**src/rtl/line_buffer_9rows.sv**
```systemverilog
// Streaming 8-line buffer that emits a vertically aligned 9-pixel column
// per accepted pixel, with frame position tracking and a frame-end pulse.
module line_buffer_9rows #(
  parameter int COLS       = 11,
  parameter int ROWS       = 11,
  parameter int DATA_WIDTH = 8
) (
  input  logic                  clk,
  input  logic                  rst,
  input  logic                  done_i,
  input  logic [DATA_WIDTH-1:0] data_i,
  output logic [DATA_WIDTH-1:0] S1_o,
  output logic [DATA_WIDTH-1:0] S2_o,
  output logic [DATA_WIDTH-1:0] S3_o,
  output logic [DATA_WIDTH-1:0] S4_o,
  output logic [DATA_WIDTH-1:0] S5_o,
  output logic [DATA_WIDTH-1:0] S6_o,
  output logic [DATA_WIDTH-1:0] S7_o,
  output logic [DATA_WIDTH-1:0] S8_o,
  output logic [DATA_WIDTH-1:0] S9_o,
  output logic                  done_o,
  output logic                  progress_done_o
);

  localparam int CW = (COLS > 1) ? $clog2(COLS) : 1;
  localparam int RW = (ROWS > 1) ? $clog2(ROWS) : 1;
  localparam logic [CW-1:0] COL_LAST = CW'(COLS - 1);
  localparam logic [RW-1:0] ROW_LAST = RW'(ROWS - 1);
  localparam logic [RW-1:0] ROW_FULL = RW'(8);

  logic [DATA_WIDTH-1:0] line_q [8][COLS];

  logic [CW-1:0]         ptr_q, ptr_d;
  logic [CW-1:0]         col_q, col_d;
  logic [RW-1:0]         row_q, row_d;
  logic [DATA_WIDTH-1:0] s_q [9];
  logic [DATA_WIDTH-1:0] s_d [9];
  logic                  done_q, done_d;
  logic                  prog_q, prog_d;
  logic                  last_col;
  logic                  last_pix;

  assign last_col = (col_q == COL_LAST);
  assign last_pix = last_col && (row_q == ROW_LAST);

  // Line memories shift one row downward at the shared pointer; no reset so
  // they map onto plain RAM.
  always_ff @(posedge clk) begin
    if (done_i) begin
      line_q[0][ptr_q] <= data_i;
      for (int unsigned k = 1; k < 8; k++) begin
        line_q[k][ptr_q] <= line_q[k-1][ptr_q];
      end
    end
  end

  always_comb begin
    ptr_d  = ptr_q;
    col_d  = col_q;
    row_d  = row_q;
    s_d    = s_q;
    done_d = 1'b0;
    prog_d = 1'b0;
    if (done_i) begin
      s_d[8] = data_i;
      for (int unsigned k = 0; k < 8; k++) begin
        s_d[7-k] = line_q[k][ptr_q];
      end
      done_d = (row_q >= ROW_FULL);
      prog_d = last_pix;
      ptr_d  = (ptr_q == COL_LAST) ? '0 : ptr_q + 1'b1;
      if (last_col) begin
        col_d = '0;
        row_d = last_pix ? '0 : row_q + 1'b1;
      end else begin
        col_d = col_q + 1'b1;
      end
      if (last_pix) ptr_d = '0;
    end
  end

  always_ff @(posedge clk or negedge rst) begin
    if (!rst) begin
      ptr_q  <= '0;
      col_q  <= '0;
      row_q  <= '0;
      done_q <= 1'b0;
      prog_q <= 1'b0;
      for (int unsigned k = 0; k < 9; k++) begin
        s_q[k] <= '0;
      end
    end else begin
      ptr_q  <= ptr_d;
      col_q  <= col_d;
      row_q  <= row_d;
      done_q <= done_d;
      prog_q <= prog_d;
      for (int unsigned k = 0; k < 9; k++) begin
        s_q[k] <= s_d[k];
      end
    end
  end

  assign S1_o            = s_q[0];
  assign S2_o            = s_q[1];
  assign S3_o            = s_q[2];
  assign S4_o            = s_q[3];
  assign S5_o            = s_q[4];
  assign S6_o            = s_q[5];
  assign S7_o            = s_q[6];
  assign S8_o            = s_q[7];
  assign S9_o            = s_q[8];
  assign done_o          = done_q;
  assign progress_done_o = prog_q;

endmodule

```
**config.mk**
```make
export PLATFORM = sky130hd
export DESIGN_NAME = line_buffer_9rows
export DESIGN_NICKNAME = d
export VERILOG_FILES = /design/src/rtl/line_buffer_9rows.sv
export SDC_FILE = /design/constraint.sdc
export NUM_CORES = 1
export LEC_CHECK = 0
export ABC_AREA = 1
export CAP_MARGIN = 25
export CORE_MARGIN = 10
export CORE_UTILIZATION = 64
export CTS_BUF_LIST = sky130_fd_sc_hd__clkbuf_4
export CTS_CLUSTER_SIZE = 25
export DETAILED_ROUTE_END_ITERATION = 12
export PLACE_DENSITY = 0.85
export SLEW_MARGIN = 10
export SYNTH_ARGS = -nofsm -noshare
export SYNTH_HDL_FRONTEND = slang
export SYNTH_SLANG_ARGS = --single-unit
```
**constraint.sdc**
```tcl
create_clock -name clk -period 4.8 [get_ports clk]
set_clock_uncertainty 0.05 [all_clocks]
set_input_delay 1.2 -clock clk [delete_from_list [all_inputs] [get_ports clk]]
set_output_delay 1.2 -clock clk [all_outputs]
set_load 0.05 [all_outputs]
```
# Yosys cells after proc, flatten, opt, wreduce, memory -nomap -nowiden
# Memory sizes are Yosys's and may differ from the RTL's.
# Index checks and enable logic that the tools add are counted.
[totals] register_bits=86 ram_bits=704 input_bits=11 out_inout_bits=74 elab_cells=62 mem_count=1
[op_classes] n_addsub=3 order_cmp=3 eq_ne=3 mux=34 n_bitwise=1 n_reduce_logical=3
[mem_list] memory="line_q" depth=8 width=88 read_ports=8 rd_ports_with_merged_regs=0 wr=8 line_no="31" rtl="logic [DATA_WIDTH-1:0] line_q [8][COLS];"
[ops] cell="binary-select mux 8 bit (select 4 bit)" n=8
[ops] cell="two-way mux 8 bit" n=17
[ops] cell="two-way mux 88 bit" n=1
[ops] cell="demux 8 bit (select 4 bit)" n=1
[ops] cell="two-way mux 4 bit" n=4
[ops] cell="adder 4 x 1 -> 4 bit, second input constant" n=3
[ops] cell="equality test 4 bit, second input constant" n=3
[ops] cell=">= comparator 5 bit, second input constant" n=1
[ops] cell="< comparator 5 x 1 -> 1 bit, second input constant" n=1
[ops] cell="NOT 4 -> 5 bit" n=1
[ops] cell=">= comparator 4 bit, second input constant" n=1
[ops] cell="two-way mux 1 bit" n=3
[ops] cell="logical AND 1 bit" n=2
[ops] cell="AND reduction 2 bit" n=1

# Depth between registers and ports, before layout
[depth] depth_word=6 ltp_mapped=12 ltp_nobuf=9

# Worst setup path after synthesis
# Ideal clock, no wire load.
[synth_path] path_type="in2reg" from="input port done_i" to="memory line_q[0][136] (netlist bit), enable pin" arrival_time_ns=4.477 t_required_ns=4.264 path_slack_ns=-0.213 stages=4 path_buffers=2 cell_sequence="buf_2 > buf_1 > nand2_1 > nor2_1"
[synth_rtl] element="start, declared" line_no="10" rtl="input logic done_i,"
[synth_rtl] element="end, declared" line_no="31"

==> flow_metrics.tcl <==
set metrics [dict create \
    outcome "completed" \
    cts_buffer_depth 3 \
    max_freq_mhz 259 \
    synth_cells 2927 \
    finalCritPeriodShare_pct 80.4 \
    arrival_ns 4.53 \
    layout_commonest_cell "nand2_1" \
    rsz0062_at_grt "false" \
    wl_per_cell_um 20.5 \
    cpMaxStageDelayCell "buf_4" \
    worst_pin_slew_ns 1.16 \
    grt_util_all_layers_pct 26.8 \
    synthMuxAreaShare_pct 0 \
    die_h_um 243 \
    design_area_um2 35700 \
    first_pass_iters 6 \
    ff_latch_area_um2 23300 \
    synth_top_area_cell "edfxtp_1" \
    fill_cells 3126 \
    slew_violations 0 \
    hp-class "in2async" \
    cts_inserted_buffers 183 \
    numPortBuffers 84 \
    initial_core_util_pct 65.0 \
    synth_seq_cells 790 \
    grt_max_degree 230 \
    overflow 0 \
    fin_crit_ns 3.86 \
    dieArea_um2 59100 \
    fin_setup_tns_ns 0 \
    clkSlewWorstSetupHoldPaths_ns 0.07 \
    synth_simple_gate_area_share_pct 24.0 \
    yosys.area.top_type_share_pct 66.3 \
    crit_family "buffers and inverters" \
    syn_area_per_cell_um2 10.9 \
    cpMostUsedCell "nand2_1" \
    drt-total-wl_um 79800 \
    cts_root_buf "clkbuf_4" \
    critical_path.max_stage_delay_ns 0.79 \
    fp.dieW_um 243 \
    r2r_cells 8 \
    gp_congestion 0.779 \
    fin_util_pct 72.8 \
    grt_pass1_vias 23300 \
    rows 81 \
    path_cells "inv_8 -> buf_4 -> nand2_1 -> nand2_1 -> nand2_1 -> nand2_1 -> nand2_1 -> nand3_1" \
    area_growth_pct 12.0 \
    clock_latency_ns 1.02 \
    hold_viol 0 \
    cp-end-kind "flip-flop" \
    max_slew_margin_pct 22.8 \
    layout_common_cells "nand2_1, edfxtp_1, clkbuf_4" \
    worst-path-buf-inv 2 \
    coreArea_um2 49100 \
    ys_top_cells_by_area "edfxtp_1, nand2_1, dfrtp_1" \
    dp_hpwl_um 40000 \
    r2r-start "ptr_q[0]" \
    post_cts.repair.setup_buffers 0 \
    maxCapViolations 0 \
    ir_drop_v 0.000487 \
    multiInputGateArea_um2 7850 \
    h-tree-depth 4 \
    route.detailed.drc 0 \
    routed-via-count 22700 \
    ys_warn_count 0 \
    grt_antenna_before_repair 1 \
    synth_compound_area_share_pct 0.145 \
    syn_area_um2 31900 \
    setup_violations 0 \
    grt_pass1_wl_um 123000 \
    synthXorXnorAreaFrac_pct 0.0549 \
    required_ns 5.46 \
    leakage_uw 0.0148 \
    start_kind "flip-flop" \
    syn_nets 2941 \
    cts_tree "built" \
    ant_nets 0 \
    crit_fanout 159 \
    hold_buffers 0 \
    drtIter0Drc 3448 \
    synth_top_family_by_area "simple AND/OR/NAND/NOR gates" \
    io_pins 85 \
    critical_path_class "reg2reg" \
    cp-startpoint "ptr_q[0]" \
    final_nets 3092 \
    power_density_nw_per_um2 650 \
    synth.distinct_cells 25 \
    viasPerCell 5.84 \
    placed_area_um2 33300 \
    layout-drive-gt1-share_pct 10.9 \
    seq_area_frac_synth_pct 73.1 \
    cts.sinks 790 \
    synth_fa_ha_area_share_pct 0.118 \
    cts-resized-gates 0 \
    path_depth 8 \
]
==> sequential cells by signal (all words and copies together), names as in the netlist <==
name             count
line_q             704
col_q                4
done_o               1
S4_o                 8
progress_done_o      1
S9_o                 8
row_q                4
S7_o                 8
S6_o                 8
ptr_q                4
S8_o                 8
S3_o                 8
S5_o                 8
S1_o                 8
S2_o                 8
==> logic make-up (layout without fill, tap and decap cells) <==
| family | Yosys count | count (layout) |
|---|---|---|
| other | 0 | 1 |
| buffers and inverters | 175 | 474 |
| xor gates and xnor gates | 2 | 2 |
| AOI/OAI and AO/OA | 8 | 8 |
| adders and majority gates | 3 | 3 |
| and+or+nand+nor | 1949 | 1949 |
| DFF | 790 | 790 |
==> routing by layer <==
| layer | wire length (um) | share of wire [%] | up-vias | GRT usage, % |
|---|---|---|---|---|
| li1 | - | - | 10100 | - |
| met1 | 28000 | 35 | 10700 | 32.8 |
| met2 | 38800 | 49 | 1664 | 44.2 |
| met3 | 10300 | 13 | 269 | 6.49 |
| met4 | 2760 | 3.5 | 0 | 12.7 |
| met5 | 0 | 0 | - | 0 |
==> final timing paths <==
path | end | slack (ns)
setup reg to reg | line_q[1][234] | 0.94
hold reg to reg | S9_o[6] | 0.43
min in group clk | S9_o[6] | 0.43
max in group asynchronous | S3_o[3] | 3.98
hold / removal | S2_o[3] | 0.08
setup / recovery | line_q[1][234] | 0.94
==> through the flow <==
step / setup slack (ns) / power (uW) / instances / hold WS (ns)
after detailed placement: 1.19 / 17800 / 3555 / 0.411
after CTS: 1.15 / 23100 / 3888 / 0.276
after global routing: 0.870 / 24300 / 3891 / 0.0241
after global placement: 1.34 / 17400 / 3555 / 0.406
after floorplan: -0.213 / 15100 / 2927 / 0.406
final: 0.938 / 23200 / 3891 / 0.0753
==> cell usage after synthesis <==
cell	instances
nor2_1	50
buf_2	91
ha_1	3
nor4_1	1
a211oi_1	1
o31ai_1	1
dfrtp_1	86
edfxtp_1	704
xor2_1	1
inv_1	17
a31oi_1	1
buf_6	4
nor3b_1	1
nand3_2	1
clkbuf_1	26
nand3_1	240
nand2_1	1650
xnor2_1	1
o21ai_0	4
buf_1	22
nor3_1	4
buf_4	12
inv_2	3
nor2_2	2
o21ai_1	1
==> where the power goes <==
part	internal (uW)	total, uW	switching [uW]
Clock	2810	5400	2590
Combinational	1610	7410	5810
Sequential	9910	10400	505
Total	14300	23200	8900
==> layout make-up <==
class | instances | share of cell area, %
inverter | 20 | 0.249
clock inverter | 54 | 0.809
sequential | 790 | 65.2
timing repair buffer | 121 | 3.52
multi-input combinational | 1962 | 22.0
tap | 664 | 2.33
clock buffer | 279 | 5.87
antenna | 1 | 0.00701
(Power assumes the default switching activity.)
